===== config.mk =====
export PLATFORM = sky130hd
export DESIGN_NAME = counter_sequencer_flat
export DESIGN_NICKNAME = d
export VERILOG_FILES = /design/src/rtl/counter_sequencer_if.sv /design/src/rtl/counter_sequencer.sv /design/src/flat_wrapper.sv
export SDC_FILE = /design/constraint.sdc
export NUM_CORES = 1
export LEC_CHECK = 0
export BUFFER_PORTS_ARGS = -buffer_cell sky130_fd_sc_hd__buf_2
export CAP_MARGIN = 20
export CORE_AREA = 2 2 39 41
export CTS_BUF_LIST = sky130_fd_sc_hd__clkbuf_8
export DETAILED_ROUTE_END_ITERATION = 8
export DIE_AREA = 0 0 41 43
export PLACE_DENSITY = 0.59
export SLEW_MARGIN = 20
export SYNTH_ARGS = -nofsm -noshare
export SYNTH_HDL_FRONTEND = slang
export SYNTH_SLANG_ARGS = --single-unit
export TNS_END_PERCENT = 30

===== constraint.sdc =====
create_clock -name input_clock1_1 -period 3.71 [get_ports input_clock1_1]
set_clock_uncertainty 0.05 [all_clocks]
set_input_delay 0.9275 -clock input_clock1_1 [delete_from_list [all_inputs] [get_ports input_clock1_1]]
set_output_delay 0.9275 -clock input_clock1_1 [all_outputs]
set_load 0.005 [all_outputs]

===== src/rtl/counter_sequencer_if.sv =====
// Command/status bundle for counter_sequencer: run-control commands in,
// LED count bits and busy/done status out.
interface counter_sequencer_if;
   logic       input_start_3;
   logic       input_stop_4;
   logic       input_mode_5;
   logic [2:0] input_limit_6;
   logic       output_led1_0_7;
   logic       output_led2_0_8;
   logic       output_led3_0_9;
   logic       output_busy_10;
   logic       output_done_11;

   modport master (
      output input_start_3, input_stop_4, input_mode_5, input_limit_6,
      input  output_led1_0_7, output_led2_0_8, output_led3_0_9,
             output_busy_10, output_done_11
   );

   modport slave (
      input  input_start_3, input_stop_4, input_mode_5, input_limit_6,
      output output_led1_0_7, output_led2_0_8, output_led3_0_9,
             output_busy_10, output_done_11
   );
endinterface


===== src/rtl/counter_sequencer.sv =====
// Start/stop/pause sequencer for the 3-bit LED counter with programmable terminal count.
// Optional tick prescaler enabled by defining COUNTER_SEQUENCER_PRESCALE_EN.
module counter_sequencer #(
   parameter int PRESCALE_DIV = 4
) (
   input  logic                  input_clock1_1,
   input  logic                  input_reset_n_2,
   counter_sequencer_if.slave    bus
);

   typedef enum logic [1:0] {
      S_IDLE  = 2'd0,
      S_RUN   = 2'd1,
      S_PAUSE = 2'd2,
      S_DONE  = 2'd3
   } state_t;

   state_t     r_state;
   state_t     w_state_nxt;
   logic [2:0] r_count;
   logic [2:0] w_count_nxt;
   logic       r_busy;
   logic       r_done;
   logic       w_done_nxt;
   logic       w_tick;

`ifdef COUNTER_SEQUENCER_PRESCALE_EN
   localparam logic [7:0] DIV_M1 = 8'(PRESCALE_DIV - 1);

   logic [7:0] r_presc;
   logic [7:0] w_presc_nxt;

   assign w_tick = (r_presc == DIV_M1);

   // Cleared on any entry into RUN, advances while RUN continues, frozen otherwise.
   always_comb begin
      w_presc_nxt = r_presc;
      if (w_state_nxt == S_RUN) begin
         if (r_state != S_RUN || w_tick)
            w_presc_nxt = 8'd0;
         else
            w_presc_nxt = r_presc + 8'd1;
      end
   end
`else
   // Every RUN cycle is a tick; all legal divider values are >= 1.
   assign w_tick = (PRESCALE_DIV >= 1);
`endif

   always_comb begin
      w_state_nxt = r_state;
      w_count_nxt = r_count;
      w_done_nxt  = 1'b0;
      case (r_state)
         S_IDLE: begin
            if (!bus.input_stop_4 && bus.input_start_3) begin
               w_state_nxt = S_RUN;
               w_count_nxt = 3'd0;
            end
         end
         S_RUN: begin
            if (bus.input_stop_4) begin
               w_state_nxt = S_PAUSE;
            end else if (w_tick) begin
               if (r_count >= bus.input_limit_6) begin
                  w_done_nxt = 1'b1;
                  if (bus.input_mode_5)
                     w_state_nxt = S_DONE;
                  else
                     w_count_nxt = 3'd0;
               end else begin
                  w_count_nxt = r_count + 3'd1;
               end
            end
         end
         S_PAUSE: begin
            if (bus.input_stop_4) begin
               w_state_nxt = S_IDLE;
               w_count_nxt = 3'd0;
            end else if (bus.input_start_3) begin
               w_state_nxt = S_RUN;
            end
         end
         S_DONE: begin
            if (bus.input_stop_4) begin
               w_state_nxt = S_IDLE;
               w_count_nxt = 3'd0;
            end else if (bus.input_start_3) begin
               w_state_nxt = S_RUN;
               w_count_nxt = 3'd0;
            end
         end
         default: begin
            w_state_nxt = S_IDLE;
            w_count_nxt = 3'd0;
         end
      endcase
   end

   always_ff @(posedge input_clock1_1) begin
      if (!input_reset_n_2) begin
         r_state <= S_IDLE;
         r_count <= 3'd0;
         r_busy  <= 1'b0;
         r_done  <= 1'b0;
`ifdef COUNTER_SEQUENCER_PRESCALE_EN
         r_presc <= 8'd0;
`endif
      end else begin
         r_state <= w_state_nxt;
         r_count <= w_count_nxt;
         r_busy  <= (w_state_nxt == S_RUN);
         r_done  <= w_done_nxt;
`ifdef COUNTER_SEQUENCER_PRESCALE_EN
         r_presc <= w_presc_nxt;
`endif
      end
   end

   assign bus.output_led1_0_7 = r_count[0];
   assign bus.output_led2_0_8 = r_count[1];
   assign bus.output_led3_0_9 = r_count[2];
   assign bus.output_busy_10  = r_busy;
   assign bus.output_done_11  = r_done;

endmodule


===== src/flat_wrapper.sv =====
// flat-port wrapper written by rule: the top's interface ports become plain ports
module counter_sequencer_flat 
#(
   parameter int PRESCALE_DIV = 4
)
  (input_clock1_1, input_reset_n_2, bus_input_start_3, bus_input_stop_4, bus_input_mode_5, bus_input_limit_6, bus_output_led1_0_7, bus_output_led2_0_8, bus_output_led3_0_9, bus_output_busy_10, bus_output_done_11);
  counter_sequencer_if bus_i ();
  input  logic input_clock1_1;
  input  logic input_reset_n_2;
  input wire logic [$bits(bus_i.input_start_3)-1:0] bus_input_start_3;
  input wire logic [$bits(bus_i.input_stop_4)-1:0] bus_input_stop_4;
  input wire logic [$bits(bus_i.input_mode_5)-1:0] bus_input_mode_5;
  input wire logic [$bits(bus_i.input_limit_6)-1:0] bus_input_limit_6;
  output wire logic [$bits(bus_i.output_led1_0_7)-1:0] bus_output_led1_0_7;
  output wire logic [$bits(bus_i.output_led2_0_8)-1:0] bus_output_led2_0_8;
  output wire logic [$bits(bus_i.output_led3_0_9)-1:0] bus_output_led3_0_9;
  output wire logic [$bits(bus_i.output_busy_10)-1:0] bus_output_busy_10;
  output wire logic [$bits(bus_i.output_done_11)-1:0] bus_output_done_11;
  assign bus_i.input_start_3 = bus_input_start_3;
  assign bus_i.input_stop_4 = bus_input_stop_4;
  assign bus_i.input_mode_5 = bus_input_mode_5;
  assign bus_i.input_limit_6 = bus_input_limit_6;
  assign bus_output_led1_0_7 = bus_i.output_led1_0_7;
  assign bus_output_led2_0_8 = bus_i.output_led2_0_8;
  assign bus_output_led3_0_9 = bus_i.output_led3_0_9;
  assign bus_output_busy_10 = bus_i.output_busy_10;
  assign bus_output_done_11 = bus_i.output_done_11;
  counter_sequencer #(.PRESCALE_DIV(PRESCALE_DIV)) u_core (.input_clock1_1(input_clock1_1), .input_reset_n_2(input_reset_n_2), .bus(bus_i));
endmodule

# == Word level (Yosys, flattened, before mapping) ==
# Cells that the tools add are included.
# totals
input_bits,8
elab_cells,39
regBits,7
# op_classes
add_sub_neg,1
reduce_logical,6
n_mux,16
order_cmp,1
bitwise,2
n_eq_ne,9
# op_table
op,n
$mux W3,7
$mux W2,6
$pmux W3 S4,1
$ne A3 B3 Y1 const B,2
$pmux W2 S3,1
$reduce_and A5 Y1,1
$eq A2 B1 Y1 const B,2
$eq A2 B2 Y1 const B,2
$ne A2 B2 Y1 const B,2
$add A3 B1 Y3 const B,1
$ge A3 B3 Y1,1
$reduce_or A3 Y1,1
$logic_not A2 Y1,1
$ne A2 B1 Y1 const B,1
$not A1 Y1,2
$reduce_or A2 Y1,1
$logic_and A1 B1 Y1,1
$logic_not A1 Y1,1
$mux W1,1

# == Longest topological paths before layout ==
# depth
depth_word,5
depth_mapped,6
mapped_depth_nobuf,6

# == Worst setup path after synthesis ==
# No wires, ideal clock.
# synth_path
path_type,input -> register
startpoint,input port bus_input_limit_6[2]
endpoint,register u_core.r_count[0]
setup_ns,0.126
required_time_ns,3.534
path_stages,6
t_arrival_ns,1.940
slack_ns,1.594
path_cell_list,inv_1 ha_1 a21o_1 a31o_2 a31oi_4 o32ai_2
# synth_between
elab_chain_cells,4
# synth_rtl
item,line_no,rtl
start: declaration,flat_wrapper.sv:13,input wire logic [$bits(bus_i.input_limit_6)-1:0] bus_input_limit_6;
$ge A3 B3 Y1 *,counter_sequencer.sv:65,if (r_count >= bus.input_limit_6) begin
$mux W3,counter_sequencer.sv:65,
$mux W3,counter_sequencer.sv:62,if (bus.input_stop_4) begin
$pmux W3 S4,counter_sequencer.sv:54,case (r_state)
end signal: assignment,counter_sequencer.sv:111,r_count <= w_count_nxt;
end: declaration,counter_sequencer.sv:20,logic [2:0] r_count;
# Mark *: on every way between the ends. The rest lies on a longest branch, timed or not. The select of a mux whose other input is x is not followed.
# A chain may end at the register's enable or synchronous reset.

# == Worst setup path in the final report ==
# Ends and elaborated chain as after synthesis.

==> impl_metrics.toml <==
[grt]
grt_pass1_vias = 357
antenna_found_initial = 0
overflow = 0
track_usage = 0.122
grt_pass1_wl_um = 1410
grt_max_degree = 7

[pwr]
power_frac_comb = 0.109
seq_power_share = 0.377
intPower_w = 0.000161
switchingPower_w = 0.0000477
vdd_drop_max_mv = 0.202
clkPwrFrac = 0.515
p_per_area_mw_per_mm2 = 386
power_leakage_nw = 0.259
switching_share = 0.228

[clocking]
cts_hold_buf = 0
h-tree-depth = 1
cts_setup_buffers = 0
cts.sinks = 7
clk_pin_slew_ns = 0.04
cts_resized = 0
ctsRootBufferMaster = "clkbuf_8"
clk_path_buf_depth = 2
cts_tree = "built"
numCtsBuffers = 3
clkLatencyLatePin_ns = 0.23

[critical_path]
endpoint_kind = "register"
path_delay_family = "compound AO/OA/AOI/OAI gates"
setup.worst_path.class = "input port to register"
crit_buf_inv = 2
worstPathCellList = "buf_2 > inv_1 > ha_1 > a21o_1 > a31o_2 > a31oi_4 > o32ai_2"
slowest_stage = "ha_1"
arrival_ns = 2.11
crit_path_start_kind = "input port"
cp_data_required_time_ns = 3.77
crit_fanout = 5
critPathMaxStageDelay_ns = 0.30

[timing]
hold_viol = 0
layout_min_cycle_time_ns = 2.05
slew_headroom = 0.826
finalSetupViolCount = 0
fin_crit_sh = 0.553
rsz0062_at_grt = "false"
max_freq_ghz = 0.487
setup_tns_ns = 0
worstMarginPinSlew_ns = 0.260
maxSlewViolCount = 0

[placement]
dpl.hpwl_um = 677
place.gp.congestion = 0.698
placed_cell_area_um2 = 495
port_buffers = 12

[min_path]
worstHoldPathType = "register to register"

[yosys]
synth_top_family_by_area = "compound AO/OA/AOI/OAI gates"
syn_nets = 56
yosysTopAreaCell = "dfxtp_1"
synth_area_leaders = "dfxtp_1 (34%), ha_1 (12%), a31oi_4 (5.1%)"
synth-xor-area-share = 0
syn-cell-area_um2 = 415
synth_top_area_frac = 0.337
synth-adder-area-share = 0.120
ys_seq_area_frac = 0.337
synth_compound_area_frac = 0.259
muxShareOfSynthArea = 0
synth_area_per_cell_um2 = 9.44
synth.distinct_cells = 24
synthSimpleGateAreaFrac = 0.256
ys.warnings.count = 0
netlist_instances = 44
ys_ff_latch = 7

[finish]
drive_gt1_frac = 0.350
n_fill_cell = 157
antennaDiodeCount = 0
postLayoutCellArea_um2 = 542
syn2layout_area_growth_pct = 30.4
nNetsFinal = 73
multi_input_comb_area_um2 = 264
utilization = 0.392
seqCellArea_um2 = 140

[detailed_routing]
drc = 0
drt-initial-drc-count = 5
ant_nets = 0
viasPerCell = 4.93
num_vias = 375
drt-wirelength-per-cell_um = 10.8
wirelength_um = 819
firstDrtPassIters = 3

[die]
boundaryPins = 13
num_rows = 14
die_x_um = 41
die-area_mm2 = 0.00176
start_util = 0.300
die_height_um = 43
coreArea_mm2 = 0.00138

[outcome]
status = "completed"

[run]
cap_violations = 0
state kept, by name, indices dropped and copies added, names as in the netlist:
name	flops
u_core.r_count	3
u_core.r_state	2
u_core.bus.output_done_11	1
u_core.bus.output_busy_10	1
final timing paths:
check	start	endpoint	slack (ns)	cells after the start
min	u_core.r_count[2]$_SDFFE_PN0P_	u_core.r_count[2]$_SDFFE_PN0P_	0.45	2
max reg2reg	u_core.r_count[0]$_SDFFE_PN0P_	u_core.r_count[0]$_SDFFE_PN0P_	2.01	6
max	bus_input_limit_6[2]	u_core.r_count[0]$_SDFFE_PN0P_	1.66	7
min reg2reg	u_core.r_count[2]$_SDFFE_PN0P_	u_core.r_count[2]$_SDFFE_PN0P_	0.45	2
metal layers:
layer / vias up / part of all wire / GRT usage
met3: 2 / 0.032 / 0.0314
met1: 174 / 0.46 / 0.145
met4: 0 / 0.026 / 0.100
met5: - / 0 / 0
met2: 8 / 0.48 / 0.172
li1: 191 / - / -
kinds of logic after synthesis:
group / Yosys count
AOI/OAI and AO/OA: 12
adders and majority gates: 4
and+or+nand+nor: 18
DFF: 7
buffers and inverters: 3
metrics by stage:
step / instances / worst slack (ns) / hold slack, ns / power (W)
2_1_floorplan: 44 / 1.59 / 0.431 / 0.0000938
3_3_place_gp: 72 / 1.45 / 0.436 / 0.000102
3_5_place_dp: 72 / 1.42 / 0.455 / 0.000103
4_1_cts: 76 / 1.66 / 0.461 / 0.000212
5_1_grt: 76 / 1.62 / 0.495 / 0.000220
6_report: 76 / 1.66 / 0.453 / 0.000209
worst reg2reg max path: stages (launching register included):
cell,delay [ns]
dfxtp_1,0.41
inv_1,0.07
ha_1,0.28
nand2b_1,0.16
a31o_2,0.30
a31oi_4,0.21
o32ai_2,0.10
power by group through the flow:
stage / Sequential, W / Combinational, W / Clock, W
5_1_grt: 0.0000789 / 0.0000255 / 0.000115
3_3_place_gp: 0.0000799 / 0.0000225 / 0
3_5_place_dp: 0.0000800 / 0.0000227 / 0
4_1_cts: 0.0000787 / 0.0000228 / 0.000110
2_1_floorplan: 0.0000799 / 0.0000139 / 0
6_report: 0.0000787 / 0.0000227 / 0.000108
area by class of cell:
cell class	count	area share
clock buffers	3	0.0762
repair buffers	12	0.111
inverters	3	0.0208
flip-flops and latches	7	0.259
well taps	16	0.0370
multi-input cells	34	0.487
clock inverters	1	0.00924
synthesized netlist by cell type:
master,instances
and2b_2,2
ha_1,4
o22ai_1,1
a211o_1,1
nand2b_1,2
nor2_1,1
o32ai_2,1
a21boi_0,1
a311oi_1,1
nand2_1,4
a21o_1,1
a21oi_1,1
nor3b_1,2
o21ai_0,1
nor2b_1,3
nand3b_1,1
inv_1,3
dfxtp_1,7
and3_1,1
nand3_1,2
a31o_2,1
a31oi_4,1
o21a_1,1
o21ai_1,1
cells in the final DEF (no fill, tap or decap), types with 2 or more instances in the layout:
cell,netlist,final
and2b_2,2,2
buf_2,0,12
clkbuf_8,0,3
dfxtp_1,7,7
ha_1,4,4
inv_1,3,3
nand2_1,4,4
nand2b_1,2,2
nand3_1,2,2
nor2b_1,3,3
nor3b_1,2,2
Power figures use the tool's default switching activity.
